File: config.mk
export PLATFORM = sky130hd
export DESIGN_NAME = inst_fetch_ctrl
export DESIGN_NICKNAME = d
export VERILOG_FILES = /design/src/rtl/inst_fetch_ctrl.sv
export SDC_FILE = /design/constraint.sdc
export NUM_CORES = 1
export LEC_CHECK = 0
export CAP_MARGIN = 20
export CORE_MARGIN = 10
export CORE_UTILIZATION = 52
export CTS_CLUSTER_SIZE = 20
export DETAILED_ROUTE_END_ITERATION = 12
export PLACE_DENSITY = 0.8
export SLEW_MARGIN = 10
export SYNTH_ARGS = -nofsm -noshare
export SYNTH_HDL_FRONTEND = slang
export SYNTH_SLANG_ARGS = --single-unit
export TNS_END_PERCENT = 30
File: constraint.sdc
create_clock -name clk -period 4.49 [get_ports clk]
set_input_delay 0.898 -clock clk [delete_from_list [all_inputs] [get_ports clk]]
set_output_delay 0.898 -clock clk [all_outputs]
set_load 0.02 [all_outputs]
File: src/rtl/inst_fetch_ctrl.sv
// Instruction-fetch sequencer: owns fetch_pc, waits MEM_WAIT cycles per word,
// and buffers returned words in a 2-entry prefetch queue feeding IF/ID.
module inst_fetch_ctrl #(
    parameter int MEM_WAIT = 0
) (
    input  logic        clk,
    input  logic        rst,
    input  logic        freeze,
    input  logic        branch_taken,
    input  logic [31:0] branch_addr,
    output logic [31:0] mem_addr,
    input  logic [31:0] mem_inst,
    output logic        inst_valid,
    output logic [31:0] inst_out,
    output logic [31:0] pc_out,
    output logic [1:0]  q_count
);

    // state   | meaning
    // S_WAIT  | memory still settling on mem_addr (wcnt < MEM_WAIT)
    // S_READY | mem_inst valid; capture it if the queue has room
    // S_FULL  | word valid but queue full and not draining; hold fetch_pc
    typedef enum logic [1:0] {
        S_WAIT  = 2'd0,
        S_READY = 2'd1,
        S_FULL  = 2'd2
    } state_t;

    localparam logic [3:0] MW      = 4'(MEM_WAIT);
    localparam state_t     ST_IDLE = (MEM_WAIT == 0) ? S_READY : S_WAIT;

    state_t      state_q, state_d;
    logic [31:0] fetch_pc_q, fetch_pc_d;
    logic [3:0]  wcnt_q, wcnt_d;
    logic [31:0] q_pc_q [0:1];
    logic [31:0] q_pc_d [0:1];
    logic [31:0] q_inst_q [0:1];
    logic [31:0] q_inst_d [0:1];
    logic        head_q, head_d;
    logic        tail_q, tail_d;
    logic [1:0]  count_q, count_d;

    logic        pop;
    logic        push;
    logic        space;
    logic        ready;

    always_comb begin
        pop   = (count_q != 2'd0) && !freeze;
        space = (count_q != 2'd2) || pop;
        ready = (state_q != S_WAIT);
        push  = ready && space;

        state_d     = state_q;
        fetch_pc_d  = fetch_pc_q;
        wcnt_d      = wcnt_q;
        q_pc_d[0]   = q_pc_q[0];
        q_pc_d[1]   = q_pc_q[1];
        q_inst_d[0] = q_inst_q[0];
        q_inst_d[1] = q_inst_q[1];
        head_d      = head_q;
        tail_d      = tail_q;
        count_d     = count_q;

        if (branch_taken) begin
            // redirect discards the queue and any same-cycle push/pop
            count_d    = 2'd0;
            head_d     = 1'b0;
            tail_d     = 1'b0;
            fetch_pc_d = branch_addr & 32'hFFFF_FFFC;
            wcnt_d     = 4'd0;
            state_d    = ST_IDLE;
        end else begin
            if (pop) begin
                head_d = ~head_q;
            end

            if (push) begin
                q_pc_d[tail_q]   = fetch_pc_q;
                q_inst_d[tail_q] = mem_inst;
                tail_d           = ~tail_q;
                fetch_pc_d       = fetch_pc_q + 32'd4;
                wcnt_d           = 4'd0;
            end

            case ({push, pop})
                2'b10:   count_d = count_q + 2'd1;
                2'b01:   count_d = count_q - 2'd1;
                default: count_d = count_q;
            endcase

            case (state_q)
                S_WAIT: begin
                    wcnt_d = wcnt_q + 4'd1;
                    if (wcnt_q + 4'd1 == MW) begin
                        state_d = S_READY;
                    end
                end
                S_READY, S_FULL: begin
                    // no push while ready only happens with a full, frozen queue
                    if (push) begin
                        state_d = ST_IDLE;
                    end else begin
                        state_d = S_FULL;
                    end
                end
                default: begin
                    state_d = ST_IDLE;
                    wcnt_d  = 4'd0;
                end
            endcase
        end
    end

    always_ff @(posedge clk) begin
        if (rst) begin
            state_q     <= ST_IDLE;
            fetch_pc_q  <= 32'd0;
            wcnt_q      <= 4'd0;
            q_pc_q[0]   <= 32'd0;
            q_pc_q[1]   <= 32'd0;
            q_inst_q[0] <= 32'd0;
            q_inst_q[1] <= 32'd0;
            head_q      <= 1'b0;
            tail_q      <= 1'b0;
            count_q     <= 2'd0;
        end else begin
            state_q     <= state_d;
            fetch_pc_q  <= fetch_pc_d;
            wcnt_q      <= wcnt_d;
            q_pc_q[0]   <= q_pc_d[0];
            q_pc_q[1]   <= q_pc_d[1];
            q_inst_q[0] <= q_inst_d[0];
            q_inst_q[1] <= q_inst_d[1];
            head_q      <= head_d;
            tail_q      <= tail_d;
            count_q     <= count_d;
        end
    end

    always_comb begin
        mem_addr   = fetch_pc_q;
        inst_valid = (count_q != 2'd0);
        q_count    = count_q;
        inst_out   = 32'd0;
        pc_out     = 32'd0;
        if (inst_valid) begin
            inst_out = q_inst_q[head_q];
            pc_out   = q_pc_q[head_q] + 32'd4;
        end
    end

endmodule

==> reports/results.txt, run 1 <==
Antenna-violating nets left = 0
Die Area = 21300 um^2
Top_reg_cell synth = dfxtp_1
Peak VDD IR = 325 uV
Final hold violations = 0
Pre-Repair DR Iteration Count = 7
PD cells = 321 nW/um^2
Most frequent cells in the layout = nand2_1, dfxtp_1, clkdlybuf4s50_1
Synthesized area = 8230 um^2
Kind of start point of the critical path = flop
Highest fanout seen on the critical path = 13
Final Critical Period = 4360 ps
Starting density of the core = 0.535
Maximum clock frequency = 230 MHz
RSZ-0062 raised after global routing = no
Clock Latency Late Sink = 430 ps
Largest cells by area after synthesis = dfxtp_1, nand2_1, a21oi_1, mux2i_1, nor2_1
Root buf cell = clkbuf_16
DRC violations left = 0
Worst hold margin = 453 ps
Max clock buf depth = 2
Hold-fix buffers at CTS = 0
Register area share after synthesis = 0.401
Share of the synthesized area in the top cell type = 0.401
Vias per inst = 5.60
Std-Cell Rows = 45
P_leak = 3.59 nW
Worst rel slew slack = 0.393
CTS H-tree lvls = 4
Largest net degree at the start of global routing = 71
Total grt overflow = 0
Final core utilization = 0.683
Layout cells sized above 1 = 0.0690
YS warnings = 0
Vias in the first global route = 7657
Setup violations, final = 0
Non-Filler Instances = 1415
Final WS setup = 133 ps
Die H = 146 um
CP Capture Type = output port
First-pass GRT wire length = 38.6 mm
Number of synthesized register bits = 165
Setup TNS = 0 ps
# IOs = 167
DR iter-0 viols = 589
WL final = 23.8 mm
DP Worst Slack = 462 ps
DIE WIDTH = 146 um
Per-cell routed wire length = 16.8 um
WHS Path Cells = 2
Crit Path Class = reg2out
Reg2Reg Capture Point = mem_addr[14]
Clock sink count = 165
Port Buffer Count = 160
R2R Setup Slk = 1980 ps
Cell count after synthesis = 1072
Dpl hpwl = 16.1 mm
TritonCTS buffer count = 17
Antenna violations before repair = 1
Status = completed
Crit path DAT = 3460 ps
Vias = 7919
R2R cell count = 7
CTS tree = built
Worst Max-Slew Pin Slew = 902 ps
Final Skew = 11.4 ps
End of the critical path = pc_out[24]
Clock slew at reported path FFs = 70 ps
CP required = 3590 ps
Area Growth Syn to Fin = 27.6%
GRT Util Overall = 0.215
Max-Cap Viols = 0
Hold Crit Class = reg2reg
Synth async-reset ratio = 0
RR Startpoint = state_q[0]
Core Area = 15400 um^2
Gpl congestion = 0.858
Nets = 1262
Most common cell after layout, fill and taps aside = nand2_1
Final slew viol count = 0
Unique masters post-synth = 60
Inst Count DP = 1381
Syn Area/Cell = 7.68 um^2
Area leader, netlist = dfxtp_1
Post-synth EDFFs = 0
Part of the cycle the worst path needs = 0.970
[critical path, cell delays in order, from the launching register on]
cell	delay [ps]
dfxtp_4	400
mux2_2	250
ha_2	230
nand4b_1	270
a211oi_2	440
nand4_4	200
or4_1	540
nand2_1	70
clkdlybuf4s50_1	600
[synthesized netlist by cell type (2+ instances only)]
cell type and instances:
a31oi_1 3, a211oi_1 23, nor2b_1 4, and2_1 5, dfxtp_1 165, nor3b_1 3, nand2b_1 5, xor2_1 26
buf_2 7, xnor2_1 21, a21oi_1 140, or3_1 4, nor2_1 92, mux2i_1 59, o22ai_1 3, nor3_1 9
nand2_1 286, and4b_1 3, mux2_2 9, clkbuf_1 63, nand4_1 19, nand3b_1 6, a31o_2 3, buf_6 2
nand3_1 27, o31ai_1 3, nor4_1 3, buf_4 9, and4_1 7, nand4b_1 3, ha_1 4, or4_1 2
nor4_4 2, or2_2 2, o21ai_0 12, inv_1 4, and3_1 11
[final cells by class]
class / count / area, um^2
clock buffers: 19 / 443
fillers: 1293 / 4870
well taps: 211 / 264
multi-input cells: 823 / 4610
diodes: 1 / 2.50
flip-flops and latches: 165 / 3310
clock inverters: 13 / 103
inverters: 6 / 22.5
repair buffers: 177 / 1750
[routing by layer]
| metal | global-route usage | up-vias | wire, um |
|---|---|---|---|
| met5 | 0 | - | 0 |
| met4 | 0.0839 | 0 | 588 |
| met3 | 0.0553 | 43 | 1530 |
| met2 | 0.362 | 251 | 11800 |
| met1 | 0.254 | 3740 | 9940 |
| li1 | - | 3885 | - |
[where the power goes]
part           total (mW)  switching (mW)  internal [mW]
Combinational       0.428           0.240          0.189
Sequential           1.59          0.0680           1.53
Clock                1.35           0.621          0.728
[logic make-up (layout without fill, tap and decap cells)]
kind of cell    after synthesis  after routing  synth area share
other cells                   1              5          0.000456
fa+ha+maj                     4              4           0.00608
buf+inv                      87            215            0.0467
simple gates                498            498             0.271
mux                          68             68            0.0841
compound gates              202            202             0.141
flops                       165            165             0.401
xor+xnor                     47             47            0.0500
[registers in the layout, indices dropped and copies added, names as in the netlist, named ones only]
signal and cells:
head_q 1, mem_addr 30, q_count 2, q_inst_q 64
q_pc_q 60, state_q 2, tail_q 1, wcnt_q 4
[metrics by stage]
| step | total power, mW | instance area, um^2 |
|---|---|---|
| after floorplan | 1.86 | 8240 |
| after global placement | 2.04 | 9920 |
| after detailed placement | 2.05 | 9920 |
| after CTS | 3.38 | 10500 |
| after global routing | 3.49 | 10500 |
| final | 3.37 | 10500 |
[what timing repair did]
action,4_1_cts,5_1_grt
endpoints found under the hold margin,0,0
gates cloned,0,0
endpoints found under the setup margin,1,4
pin swaps,0,3
setup buffers,0,1
gates resized for setup,2,4
[worst min path at each step]
stage,from,to
finish,q_pc_q[1][30],q_pc_q[1][30]
detailed placement,q_inst_q[0][30],q_inst_q[0][30]
global route,q_inst_q[1][26],q_inst_q[1][26]
global placement,q_pc_q[1][30],q_pc_q[1][30]
CTS,q_pc_q[1][28],q_pc_q[1][28]
floorplan,q_pc_q[1][29],q_pc_q[1][29]
No activity file was read; power rests on OpenSTA's default activity.
==> run 2, diff against run 1 <==
==> constraint.sdc (replaced) <==
create_clock -name clk -period 4.49 [get_ports clk]
set_input_delay 0.898 -clock clk [delete_from_list [all_inputs] [get_ports clk]]
set_output_delay 0.898 -clock clk [all_outputs]
set_load 0.1 [all_outputs]
==> run 2 against run 1 <==
Compared with the run above: global-route usage shrank 0.52 points; sequential power is essentially flat; maximum frequency up 2.0%; sequential share of layout area fell by 0.43 points; combinational power is 48% higher; worst hold slack is essentially flat; via count decreased by 0.51%; power up 7.5%; first-iteration DRC count up 16%; core utilization rose by 0.94 points; count of clock-buffer cells in the layout shrank 1; largest cell class unchanged.
==> reports/results.txt, run 2 (synthesized netlist as in run 1, its figures left out) <==
Final hold violations = 0
Part of the cycle the worst path needs = 0.951
Status = completed
Setup violations, final = 0
Gpl congestion = 0.860
# IOs = 167
Largest register FFs = 64
Kind of start point of the critical path = flop
Post-CTS sizing = 0
Die H = 146 um
Std-Cell Rows = 45
Worst Max-Slew Pin Slew = 1040 ps
Most common cell after layout, fill and taps aside = nand2_1
Root buf cell = clkbuf_16
P_leak = 3.77 nW
GR peak layer = met2
Die Area = 21300 um^2
Most frequent cells in the layout = nand2_1, dfxtp_1, a21oi_1
Clock slew at reported path FFs = 60 ps
Clock Latency Late Sink = 420 ps
DRC violations left = 0
Max clock buf depth = 2
DIE WIDTH = 146 um
GRT Util Overall = 0.209
Antenna-violating nets left = 0
Worst hold margin = 453 ps
Port Buffer Count = 160
Largest Register = q_inst_q
Area Growth Syn to Fin = 29.4%
Filler cells = 1270
Max-Cap Viols = 0
Final WS setup = 219 ps
Inst Count DP = 1380
# Post-CTS Setup Buffers = 0
CP required = 3590 ps
CTS H-tree lvls = 4
Largest net degree at the start of global routing = 93
TritonCTS buffer count = 17
Final Critical Period = 4270 ps
Highest fanout seen on the critical path = 29
Vias = 7879
Maximum clock frequency = 234 MHz
Total grt overflow = 0
Final slew viol count = 0
Pre-Repair DR Iteration Count = 5
WL final = 23.2 mm
Nets = 1260
Hold Crit Class = reg2reg
CP Capture Type = output port
Non-Filler Instances = 1413
Antenna violations before repair = 1
Core Area = 15400 um^2
PD cells = 340 nW/um^2
GR Util met3 = 0.0543
Multi-input logic area = 4630 um^2
Crit path DAT = 3370 ps
Vias per inst = 5.58
Hold-fix buffers at CTS = 0
Routing usage on met1 = 0.254
Dpl hpwl = 15.8 mm
Layout cells sized above 1 = 0.122
CTS tree = built
Met2 Use GR = 0.351
Vias in the first global route = 7512
First-pass GRT wire length = 38.0 mm
Final Skew = 9.62 ps
Clock sink count = 165
Per-cell routed wire length = 16.4 um
DP Worst Slack = 701 ps
Peak VDD IR = 281 uV
RSZ-0062 raised after global routing = no
Register area = 3310 um^2
DR iter-0 viols = 681
Worst rel slew slack = 0.302
Starting density of the core = 0.535
Crit Path Class = reg2out
-- run 2: cell types whose count changed in the layout (fill, tap and decap cells not counted), sizes merged --
cell,change
clkdlybuf4s50,-62
clkinv,-2
buf,+61
dlymetal6s2s,-1
clkbuf,-1
bufinv,+1
inv,+2
-- run 2: worst paths after layout --
check / end / slack, ps / startpoint / cells past startpoint
worst max register to register: mem_addr[30] / 1990 / state_q[0] / 7
worst min-delay path: q_inst_q[0][24] / 450 / q_inst_q[0][24] / 2
worst max-delay path: pc_out[28] / 220 / flop / 8
worst min register to register: q_inst_q[0][24] / 450 / q_inst_q[0][24] / 2
-- run 2: layout make-up --
type / count / share of cell area
Multi-Input combinational cell: 823 / 0.435
Tap cell: 211 / 0.0248
Antenna cell: 1 / 0.000235
Inverter: 6 / 0.00212
Timing Repair Buffer: 175 / 0.174
Clock inverter: 14 / 0.0118
Sequential cell: 165 / 0.311
Clock buffer: 18 / 0.0412
-- run 2: power by group --
group	internal [mW]	switching (mW)
Sequential	1.53	0.0697
Clock	0.783	0.612
Combinational	0.191	0.441
-- run 2: metrics by stage --
stage	util	setup TNS (ps)	power [mW]	instance area [um^2]
floorplan	-	-1750	2.06	8290
global placement	0.656	0	2.25	10100
detailed placement	0.656	0	2.26	10100
CTS	0.693	0	3.64	10600
global route	0.693	0	3.75	10600
finish	0.693	0	3.62	10600
-- run 2: routing by layer --
layer  share of wire  vias to the layer above
met4           0.023                        0
met5               0                        -
met3           0.065                       38
met2            0.49                      253
met1            0.42                     3711
li1                -                     3877
-- run 2: worst max-delay path, cell delays in order, from the launching register on --
cell,delay [ps]
dfxtp_4,590
mux2_2,250
ha_1,270
nand4_1,220
a211oi_1,370
nand4_2,330
nor4_1,400
mux2i_2,310
buf_12,210
